File: config.mk
export PLATFORM = sky130hd
export DESIGN_NAME = dmem_block_mover_flat
export DESIGN_NICKNAME = d
export VERILOG_FILES = /design/src/rtl/dmem_block_mover_if.sv /design/src/rtl/dmem_block_mover.sv /design/src/flat_wrapper.sv
export SDC_FILE = /design/constraint.sdc
export NUM_CORES = 1
export LEC_CHECK = 0
export CORE_MARGIN = 1.5
export CORE_UTILIZATION = 47
export CTS_CLUSTER_DIAMETER = 30
export DETAILED_ROUTE_END_ITERATION = 8
export PLACE_DENSITY = 0.87
export SLEW_MARGIN = 20
export SYNTH_ARGS = -nofsm -noshare
export SYNTH_HDL_FRONTEND = slang
export SYNTH_SLANG_ARGS = --single-unit
File: constraint.sdc
create_clock -name Clk -period 2.2 [get_ports Clk]
set_input_delay 0.44 -clock Clk [delete_from_list [all_inputs] [get_ports Clk]]
set_output_delay 0.44 -clock Clk [all_outputs]
set_load 0.02 [all_outputs]
File: src/rtl/dmem_block_mover_if.sv
// Command and memory-port bundle for dmem_block_mover.
// master = the mover engine; slave = the CPU/memory side that drives commands and read data.
interface dmem_block_mover_if #(
   parameter int ADDR_W = 8,
   parameter int DATA_W = 8
);
   logic              Start;
   logic              Mode;
   logic [ADDR_W-1:0] SrcAddr;
   logic [ADDR_W-1:0] DstAddr;
   logic [ADDR_W-1:0] Length;
   logic [DATA_W-1:0] FillValue;
   logic [DATA_W-1:0] MemDataIn;
   logic [ADDR_W-1:0] MemAddress;
   logic              MemWriteEn;
   logic [DATA_W-1:0] MemDataOut;
   logic              Busy;
   logic              Done;

   modport master (
      input  Start, Mode, SrcAddr, DstAddr, Length, FillValue, MemDataIn,
      output MemAddress, MemWriteEn, MemDataOut, Busy, Done
   );

   modport slave (
      output Start, Mode, SrcAddr, DstAddr, Length, FillValue, MemDataIn,
      input  MemAddress, MemWriteEn, MemDataOut, Busy, Done
   );
endinterface

File: src/rtl/dmem_block_mover.sv
// Block copy/fill engine driving the data-memory port. Copy: 2*Length+1 cycles to Done; fill: Length+1.
// No backpressure: memory is single-cycle; Start is only sampled in IDLE and ignored otherwise.
module dmem_block_mover #(
   parameter int ADDR_W = 8,
   parameter int DATA_W = 8
) (
   input logic                  Clk,
   input logic                  Reset,
   dmem_block_mover_if.master   bus
);

   typedef enum logic [1:0] {S_IDLE, S_READ, S_WRITE, S_DONE} state_t;

   localparam logic [ADDR_W-1:0] ONE = ADDR_W'(1);

   state_t            state_q, state_d;
   logic [ADDR_W-1:0] i_q,     i_d;
   logic [DATA_W-1:0] buf_q,   buf_d;
   logic              mode_q,  mode_d;
   logic [ADDR_W-1:0] src_q,   src_d;
   logic [ADDR_W-1:0] dst_q,   dst_d;
   logic [ADDR_W-1:0] len_q,   len_d;
   logic [DATA_W-1:0] fill_q,  fill_d;
   logic              last_c;

   assign last_c = (i_q == (len_q - ONE));

   always_comb begin
      state_d = state_q;
      i_d     = i_q;
      buf_d   = buf_q;
      mode_d  = mode_q;
      src_d   = src_q;
      dst_d   = dst_q;
      len_d   = len_q;
      fill_d  = fill_q;
      case (state_q)
         S_IDLE: begin
            if (bus.Start) begin
               mode_d = bus.Mode;
               src_d  = bus.SrcAddr;
               dst_d  = bus.DstAddr;
               len_d  = bus.Length;
               fill_d = bus.FillValue;
               i_d    = '0;
               if (bus.Length == '0) state_d = S_DONE;
               else if (bus.Mode)    state_d = S_WRITE;
               else                  state_d = S_READ;
            end
         end
         S_READ: begin
            buf_d   = bus.MemDataIn;
            state_d = S_WRITE;
         end
         S_WRITE: begin
            // Ascending order means an overlapping dst>src copy re-reads bytes it just wrote.
            if (last_c) begin
               state_d = S_DONE;
            end else begin
               i_d     = i_q + ONE;
               state_d = mode_q ? S_WRITE : S_READ;
            end
         end
         S_DONE:  state_d = S_IDLE;
         default: state_d = S_IDLE;
      endcase
   end

   always_ff @(posedge Clk) begin
      if (!Reset) begin
         state_q <= S_IDLE;
         i_q     <= '0;
         buf_q   <= '0;
         mode_q  <= 1'b0;
         src_q   <= '0;
         dst_q   <= '0;
         len_q   <= '0;
         fill_q  <= '0;
      end else begin
         state_q <= state_d;
         i_q     <= i_d;
         buf_q   <= buf_d;
         mode_q  <= mode_d;
         src_q   <= src_d;
         dst_q   <= dst_d;
         len_q   <= len_d;
         fill_q  <= fill_d;
      end
   end

   // Outputs depend on registers only, so the external port mux sees no input-to-output paths.
   assign bus.MemAddress = (state_q == S_READ)  ? (src_q + i_q) :
                           (state_q == S_WRITE) ? (dst_q + i_q) : '0;
   assign bus.MemWriteEn = (state_q == S_WRITE);
   assign bus.MemDataOut = (state_q == S_WRITE) ? (mode_q ? fill_q : buf_q) : '0;
   assign bus.Busy       = (state_q == S_READ) || (state_q == S_WRITE);
   assign bus.Done       = (state_q == S_DONE);

endmodule

File: src/flat_wrapper.sv
// flat-port wrapper written by rule: the top's interface ports become plain ports
module dmem_block_mover_flat 
#(
   parameter int ADDR_W = 8,
   parameter int DATA_W = 8
)
  (Clk, Reset, bus_Start, bus_Mode, bus_SrcAddr, bus_DstAddr, bus_Length, bus_FillValue, bus_MemDataIn, bus_MemAddress, bus_MemWriteEn, bus_MemDataOut, bus_Busy, bus_Done);
  dmem_block_mover_if #(.ADDR_W(ADDR_W), .DATA_W(DATA_W)) bus_i ();
  input logic Clk;
  input logic Reset;
  input wire logic [$bits(bus_i.Start)-1:0] bus_Start;
  input wire logic [$bits(bus_i.Mode)-1:0] bus_Mode;
  input wire logic [$bits(bus_i.SrcAddr)-1:0] bus_SrcAddr;
  input wire logic [$bits(bus_i.DstAddr)-1:0] bus_DstAddr;
  input wire logic [$bits(bus_i.Length)-1:0] bus_Length;
  input wire logic [$bits(bus_i.FillValue)-1:0] bus_FillValue;
  input wire logic [$bits(bus_i.MemDataIn)-1:0] bus_MemDataIn;
  output wire logic [$bits(bus_i.MemAddress)-1:0] bus_MemAddress;
  output wire logic [$bits(bus_i.MemWriteEn)-1:0] bus_MemWriteEn;
  output wire logic [$bits(bus_i.MemDataOut)-1:0] bus_MemDataOut;
  output wire logic [$bits(bus_i.Busy)-1:0] bus_Busy;
  output wire logic [$bits(bus_i.Done)-1:0] bus_Done;
  assign bus_i.Start = bus_Start;
  assign bus_i.Mode = bus_Mode;
  assign bus_i.SrcAddr = bus_SrcAddr;
  assign bus_i.DstAddr = bus_DstAddr;
  assign bus_i.Length = bus_Length;
  assign bus_i.FillValue = bus_FillValue;
  assign bus_i.MemDataIn = bus_MemDataIn;
  assign bus_MemAddress = bus_i.MemAddress;
  assign bus_MemWriteEn = bus_i.MemWriteEn;
  assign bus_MemDataOut = bus_i.MemDataOut;
  assign bus_Busy = bus_i.Busy;
  assign bus_Done = bus_i.Done;
  dmem_block_mover #(.ADDR_W(ADDR_W), .DATA_W(DATA_W)) u_core (.Clk(Clk), .Reset(Reset), .bus(bus_i));
endmodule
Yosys cells after proc, flatten, opt, wreduce, memory -nomap -nowiden
Cells that the tools add are included.
{ "totals": {"ff_bits": 51, "out_inout_bits": 19, "inputBits": 44, "wordCells": 37} }
{ "classes": {"muxes": 13, "n_reduce_logical": 6, "eq_ne": 6, "n_addsub": 4} }
{ "op_table": {"columns": ["op", "count"], "rows": [
  ["8-bit two-way mux", 6],
  ["8-bit adder", 2],
  ["8-bit one-hot mux with 2 select lines", 1],
  ["2-bit two-way mux", 5],
  ["8-bit by 1-bit adder with 8-bit output (second input constant)", 1],
  ["8-bit == test", 1],
  ["8-bit logical NOT", 1],
  ["2-bit one-hot mux with 4 select lines", 1],
  ["8-bit by 1-bit subtractor with 8-bit output (second input constant)", 1],
  ["2-bit == test (second input constant)", 2],
  ["2-bit != test (second input constant)", 2],
  ["3-bit AND reduction", 1],
  ["2-bit by 1-bit == test with 1-bit output (second input constant)", 1],
  ["2-bit logical NOT", 1],
  ["2-bit AND reduction", 1],
  ["2-bit nonzero test", 1],
  ["1-bit logical OR", 1]
]} }

Longest topological paths before layout
Gate-level depths: netlist (run 1).
{ "depth": {"ltp_word": 4, "depth_mapped": 9, "depth_no_buf": 9} }

Worst setup path before layout (run 1)
No wires, ideal clock.
{ "synth_path": {"kind": "register to output", "startpoint": "reg u_core.i_q[0]", "endpoint": "out bus_MemAddress[6]", "path_stages_with_launch": 9, "required_ns": 1.760, "n_path_buf": 0, "path_slack_ns": -0.289, "t_arrival_ns": 2.049, "path_cell_list": "dfxtp_1 > ha_1 > fa_1 > a21o_1 > a21oi_1 > o21bai_1 > a21oi_1 > mux2_2 > nand3b_1"} }
{ "synth_between": {"elab_chain_cells": 3, "elab_cells_between_ends": 4, "cone_classes": "2 x add/sub; 2 x mux"} }
{ "synth_rtl": {"columns": ["element", "line_no", "rtl"], "rows": [
  ["from (decl)", "dmem_block_mover.sv:17", "logic [ADDR_W-1:0] i_q, i_d;"],
  ["from (signal assigned)", "dmem_block_mover.sv:81", "i_q <= i_d;"],
  ["8-bit adder", "dmem_block_mover.sv:93", "(state_q == S_WRITE) ? (dst_q + i_q) : '0;"],
  ["8-bit two-way mux", "dmem_block_mover.sv:93", null],
  ["8-bit two-way mux *", "dmem_block_mover.sv:92", "assign bus.MemAddress = (state_q == S_READ) ? (src_q + i_q) :"],
  ["to (decl)", "flat_wrapper.sv:18", "output wire logic [$bits(bus_i.MemAddress)-1:0] bus_MemAddress;"]
]} }
Mark *: on every way between the ends. The rest lies on a longest branch, timed or not.

Final worst setup path (run 1)
{ "layout_path": {"startpoint": "reg u_core.dst_q[0]", "endpoint": "out bus_MemAddress[6]"} }
{ "layout_between": {"elab_chain_cells": 3} }
{ "layout_rtl": {"columns": ["element", "line_no", "rtl"], "rows": [
  ["from (decl)", "dmem_block_mover.sv:21", "logic [ADDR_W-1:0] dst_q, dst_d;"],
  ["from (signal assigned)", "dmem_block_mover.sv:85", "dst_q <= dst_d;"],
  ["8-bit adder", "dmem_block_mover.sv:93", null],
  ["8-bit two-way mux", "dmem_block_mover.sv:93", null],
  ["8-bit two-way mux", "dmem_block_mover.sv:92", null]
]} }
Every way passes these cells.

==> results of run 1 <==
sequential cells by signal, indices dropped and copies added, names as in the netlist:
register,cells
u_core.state_q,2
u_core.dst_q,8
u_core.i_q,8
u_core.fill_q,8
u_core.src_q,8
u_core.buf_q,8
u_core.mode_q,1
u_core.len_q,8
critical path: stages, from the launching register on:
cell,delay [ns]
dfxtp_2,0.33
ha_2,0.19
fa_2,0.35
a21o_1,0.19
a21oi_2,0.16
o21bai_1,0.08
a21oi_1,0.16
mux2_2,0.35
nand3b_1,0.10
buf_6,0.12
kinds of logic after synthesis:
group                    count (synthesis)  synth area share (%)
AO/OA/AOI/OAI                           84                  19.8
adder cells (fa/ha/maj)                 22                  9.32
AND/OR/NAND/NOR                        149                  22.7
multiplexers                            18                  5.83
flip-flops                              51                  32.8
buffers and inverters                   30                  3.98
XOR/XNOR                                20                  5.63
metal layers:
| layer | vias to the layer above | wire length, microns | share of wire (%) |
|---|---|---|---|
| li1 | 1487 | - | - |
| met2 | 98 | 4210 | 50 |
| met4 | 0 | 163 | 1.9 |
| met3 | 19 | 486 | 5.8 |
| met5 | - | 0 | 0 |
| met1 | 1419 | 3580 | 42 |
power by group:
group / internal [mW] / leakage [nW] / switching (mW)
sequential: 1.03 / 0.421 / 0.0848
clock: 0.299 / 0.0540 / 0.339
combinational: 0.517 / 1.34 / 0.575
through the flow:
| step | power, mW | hold WS (ns) |
|---|---|---|
| CTS | 2.80 | 0.472 |
| global placement | 2.14 | 0.451 |
| global route | 3.01 | 0.494 |
| floorplan | 1.76 | 0.443 |
| detailed placement | 2.18 | 0.458 |
| finish | 2.85 | 0.469 |
final timing paths:
| path | from | depth (start not counted) | end |
|---|---|---|---|
| min reg2reg | u_core.fill_q[3] | 2 | u_core.fill_q[3] |
| max reg2reg | u_core.len_q[0] | 9 | u_core.i_q[1] |
| max | u_core.dst_q[0] | 9 | bus_MemAddress[6] |
| min | u_core.fill_q[3] | 2 | u_core.fill_q[3] |
cell usage after synthesis (6+ instances only):
library cell  instances
a21oi_1              10
nor3_1                6
a22o_1                6
nand3_1               7
nor2_1               14
inv_1                11
xor2_1               10
xnor2_1              10
nor2b_1              18
dfxtp_1              51
o21ai_0              10
nand2_1              79
clkbuf_1             14
a21boi_0             35
mux2i_1              17
ha_1                 20
what timing repair did:
item,4_1_cts,5_1_grt
hold buffers,0,0
setup endpoints to repair,18,14
pin swaps,10,13
setup buffers,3,3
gates resized for setup,73,19
cell type report:
type                       count  area share [%]
timing repair buffer         108            22.2
sequential                    51            23.7
clock inverter                 1           0.200
tap                           77            2.20
inverter                      11           0.944
multi-input combinational    293            48.6
clock buffer                   7            2.23
==> results.py, run 1 <==
metrics = {
    "outcome": {
        "status": "finished with violations",
        "failed_checks": "setup timing",
    },
    "timing": {
        "period_minus_slack_ns": 2.77,
        "fin_skew_ns": 0.0193,
        "fmax_mhz": 360,
        "setup_viol": 6,
        "slew_violations": 0,
        "worst_pin_slew_ns": 0.420,
        "relSlewSlack_pct": 71.8,
        "finalSetupTns_ns": -2.17,
        "finalHoldViolCount": 0,
        "setup_ws_ns": -0.574,
        "rsz0062_at_grt": "yes",
        "fin_crit_sh_pct": 126,
    },
    "global_route": {
        "grt-ovfl-total": 0,
        "use_met1_pct": 28.8,
        "grt_use_met2_pct": 41.1,
        "grt_util_met3_pct": 4.42,
        "first_global_vias": 3047,
        "grt_start_max_net_pins": 27,
        "grt-busiest-layer": "met2",
        "grt_antenna_before_repair": 0,
        "grt_use_total_pct": 23.4,
        "grt_pass1_wl_microns": 13700,
    },
    "cts": {
        "clkTransAtPathRegs_ns": 0.10,
        "cts.path.max_buffers": 2,
        "cts_tree": "built",
        "insertion_delay_ns": 0.32,
        "cts_inserted_buffers": 5,
        "cts_root_buf": "clkbuf_8",
        "cts_sinks": 51,
        "htree_levels": 2,
    },
    "placement": {
        "placed_cell_area_sq_mm": 0.00409,
        "hpwl_microns": 5890,
        "pre_cts_ws_ns": -0.730,
        "port_buffers": 62,
        "place_inst": 535,
        "gp_congestion": 0.866,
    },
    "route": {
        "routed_via_density": 5.52,
        "first_pass_iters": 4,
        "wire_per_inst_microns": 15.4,
        "vias": 3023,
        "drt_iter0_drc": 338,
        "drc_errors": 0,
        "wl_microns": 8430,
        "drtAntennaViolNets": 0,
    },
    "finish": {
        "seqCellArea_sq_mm": 0.00104,
        "final_cell_area_sq_mm": 0.00438,
        "mostFrequentLayoutCells": "78 x nand2_1, 44 x clkdlybuf4s50_1, 44 x buf_4",
        "syn2layout_area_growth_pct": 40.6,
        "layout.nets": 536,
        "multiInputGateArea_sq_mm": 0.00212,
        "final_common_cell": "nand2_1",
        "insertedDiodeCount": 0,
        "fillCellCount": 484,
        "fin_cells": 548,
        "drive_above_1_share_pct": 22.3,
        "utilization_pct": 68.5,
    },
    "logic_synthesis": {
        "syn_avg_cell_area_sq_um": 8.32,
        "syn-cell-area_sq_mm": 0.00311,
        "yosysWarnings": 0,
        "synth_edf_count": 0,
        "synth_cell_types": 50,
        "yosysSeqAreaShare_pct": 32.8,
        "synth_nets": 440,
        "synth_top_area_cell": "dfxtp_1",
        "synthDominantCellAreaShare_pct": 32.8,
        "synthCells": 374,
        "synthFlopType": "dfxtp_1",
        "synth.ff_latch_count": 51,
        "synthTopCellsByArea": "dfxtp_1 33%, nand2_1 9.5%, a21boi_0 8.4%, ha_1 8.0%, mux2i_1 5.5%",
        "async_flop_share_pct": 0,
    },
    "worst_setup_path": {
        "critical_path_class": "reg -> out",
        "crit_arrival_ns": 2.33,
        "reg2reg_slack_ns": 0.15,
        "worstPathRequired_ns": 1.76,
        "critPathMaxFanout": 2,
        "cp-start-kind": "register",
        "crit_path_end_kind": "output port",
    },
    "floorplanning": {
        "die_height_microns": 84.4,
        "boundaryPins": 63,
        "core_sq_mm": 0.00639,
        "start_util_pct": 48.7,
        "die_w_microns": 84.4,
        "dieArea_sq_mm": 0.00712,
        "fp-row-count": 29,
    },
    "pwr": {
        "powerDensity_mw_per_mm2": 650,
        "max-vdd-ir-drop_v": 0.000387,
        "power.leakage_nw": 1.82,
    },
    "min_path": {
        "hold_class": "reg -> reg",
    },
    "job": {
        "maxCapViolCount": 0,
    },
}
(Power assumes the default switching activity.)
==> run 2: changes to the inputs <==
- GPL_TIMING_DRIVEN: not set -> 0
- HOLD_SLACK_MARGIN: not set -> 0.1
==> run 2 against run 1 <==
  * The run still ends with setup timing left
  * Critical path depth did not move
  * Die area stayed put
  * Critical endpoint unchanged
  * Maximum frequency shrank 0.17%
  * Wire length increased by 8.1%
  * Sequential share of layout area increased by 1.1 points
==> results.py, run 2 (same netlist as run 1, synthesis figures left out) <==
metrics = {
    "finish": {
        "final_cell_area_sq_mm": 0.00419,
        "fillCellCount": 500,
        "syn2layout_area_growth_pct": 34.5,
        "multiInputGateArea_sq_mm": 0.00213,
        "final_common_cell": "nand2_1",
        "insertedDiodeCount": 0,
        "drive_above_1_share_pct": 18.7,
        "layout.nets": 521,
        "seqCellArea_sq_mm": 0.00104,
        "mostFrequentLayoutCells": "78 x nand2_1, 46 x clkdlybuf4s50_1, 43 x dfxtp_1",
    },
    "timing": {
        "rsz0062_at_grt": "yes",
        "fin_skew_ns": 0.0155,
        "period_minus_slack_ns": 2.78,
        "finalHoldViolCount": 0,
        "fmax_mhz": 360,
        "setup_ws_ns": -0.579,
        "worst_pin_slew_ns": 0.586,
        "relSlewSlack_pct": 60.6,
        "worst_hold_slack_ns": 0.476,
        "setup_viol": 7,
        "slew_violations": 0,
        "fin_crit_sh_pct": 126,
    },
    "worst_setup_path": {
        "worst-r2r-cell-count": 7,
        "crit_arrival_ns": 2.34,
        "slowest_stage": "dfxtp_4",
        "path_cells": "ha_4 -> fa_2 -> a21o_1 -> a21oi_2 -> o21bai_1 -> a21oi_2 -> mux2_4 -> nand3b_1 -> buf_6",
        "critical_path_class": "reg -> out",
        "cp_common_cell": "a21oi_2",
        "critPathMaxFanout": 4,
        "critical_path.max_stage_delay_ns": 0.38,
        "reg2reg_slack_ns": 0.07,
        "crit_family": "compound AO/OA/AOI/OAI gates",
        "rr_startpoint": "u_core.i_q[5]",
        "cp-start-kind": "register",
        "worstPathRequired_ns": 1.76,
        "r2r_end": "u_core.i_q[2]",
        "crit_path_end_kind": "output port",
        "path_buf_inv": 1,
    },
    "route": {
        "wire_per_inst_microns": 17.1,
        "first_pass_iters": 4,
        "routed_via_density": 5.69,
        "wl_met1_microns": 3470,
        "wl_microns": 9120,
        "dr_wl_met3_microns": 723,
        "routed.top_layer": "met4",
        "drc_errors": 0,
        "drt_iter0_drc": 263,
        "vias": 3029,
        "drtAntennaViolNets": 0,
        "route.met2.wl_microns": 4680,
    },
    "pwr": {
        "max-vdd-ir-drop_v": 0.000444,
        "power.leakage_nw": 1.63,
        "power.switching_mw": 1.01,
        "seq_power_share_pct": 39.9,
        "pwr-share-clk_pct": 22.2,
        "swShare_pct": 36.1,
        "combPwrFrac_pct": 37.8,
        "p_total_mw": 2.81,
        "intPower_mw": 1.80,
        "powerDensity_mw_per_mm2": 671,
    },
    "cts": {
        "clkTransAtPathRegs_ns": 0.11,
        "holdBufCountCts": 0,
        "cts_inserted_buffers": 5,
        "cts.path.max_buffers": 2,
        "cts_tree": "built",
        "insertion_delay_ns": 0.32,
        "cts_root_buf": "clkbuf_8",
        "htree_levels": 2,
        "cts_sinks": 51,
    },
    "floorplanning": {
        "core_sq_mm": 0.00639,
        "dieArea_sq_mm": 0.00712,
        "die_height_microns": 84.4,
        "start_util_pct": 48.7,
        "fp-row-count": 29,
        "die_w_microns": 84.4,
        "boundaryPins": 63,
    },
    "global_route": {
        "grt_use_total_pct": 25.1,
        "grt_antenna_before_repair": 0,
        "grt_pass1_wl_microns": 14300,
        "grt_start_max_net_pins": 16,
        "first_global_vias": 3061,
        "grt-ovfl-total": 0,
    },
    "outcome": {
        "status": "finished with violations",
        "failed_checks": "setup timing",
    },
    "placement": {
        "gp_congestion": 0.864,
        "port_buffers": 62,
        "hpwl_microns": 6180,
        "placed_cell_area_sq_mm": 0.00387,
    },
    "min_path": {
        "min_from": "u_core.fill_q[2]",
        "hold_depth": 2,
        "hold_end": "u_core.fill_q[2]",
        "hold_class": "reg -> reg",
    },
    "job": {
        "maxCapViolCount": 0,
    },
}
run 2: per-layer routing:
metal	vias to the layer above	global-route usage (%)
met5	-	0
met4	0	9.68
met3	30	5.60
met2	135	46.0
met1	1407	28.1
li1	1457	-
run 2: layout make-up:
class / count / area share, %
timing repair buffer: 74 / 16.1
clock inverter: 1 / 0.179
multi-input combinational: 293 / 50.8
tap: 77 / 2.30
clock buffer: 6 / 2.24
sequential: 51 / 24.8
buffer: 19 / 2.63
inverter: 11 / 0.986
run 2: per-stage QoR:
stage | TNS (ns) | cells | setup slack, ns | utilization (%)
floorplan | -0.125 | 374 | -0.125 | -
global placement | -6.84 | 513 | -0.715 | 60.5
detailed placement | -7.64 | 513 | -0.847 | 60.5
CTS | -2.12 | 527 | -0.584 | 64.5
global route | -2.82 | 532 | -0.632 | 65.6
finish | -2.30 | 532 | -0.579 | 65.6
run 2: how the worst max path moves through the flow:
stage / startpoint / end / slack (ns) / cells after the start
after floorplan: u_core.i_q[0] / bus_MemAddress[6] / -0.12 / 8
after global placement: u_core.state_q[1] / bus_MemAddress[1] / -0.72 / 6
after detailed placement: u_core.i_q[0] / bus_MemAddress[6] / -0.85 / 10
after CTS: u_core.i_q[0] / bus_MemAddress[6] / -0.58 / 9
after global routing: u_core.i_q[0] / bus_MemAddress[6] / -0.63 / 9
final: u_core.i_q[0] / bus_MemAddress[6] / -0.58 / 9
run 2: repair_timing:
action                                  CTS  global route
setup buffers                             6             5
cloned                                    1             0
endpoints found under the setup margin   23            26
gates resized for setup                  81            33
pin swaps                                13            11
run 2: worst reg2reg max path, stage by stage, from the launching register on:
cell,delay [ns]
dfxtp_1,0.55
xor2_1,0.14
and3_2,0.24
o2111ai_2,0.26
o31ai_4,0.12
buf_4,0.17
or4_1,0.44
o21ai_1,0.12
run 2: power groups by stage:
stage          sequential, mW  combinational (mW)  clock, mW
3_5_place_dp             1.13               0.959          0
4_1_cts                  1.12                1.02      0.624
2_1_floorplan            1.11               0.649          0
3_3_place_gp             1.12               0.923          0
6_report                 1.12                1.06      0.625
5_1_grt                  1.14                1.15      0.680
==> run 3: changes to the inputs <==
- CAP_MARGIN: not set -> 5
- HOLD_SLACK_MARGIN: 0.1 -> not set
==> results of run 3 <==
Same layout as run 2: the final DEF is identical, and so are final timing and power.
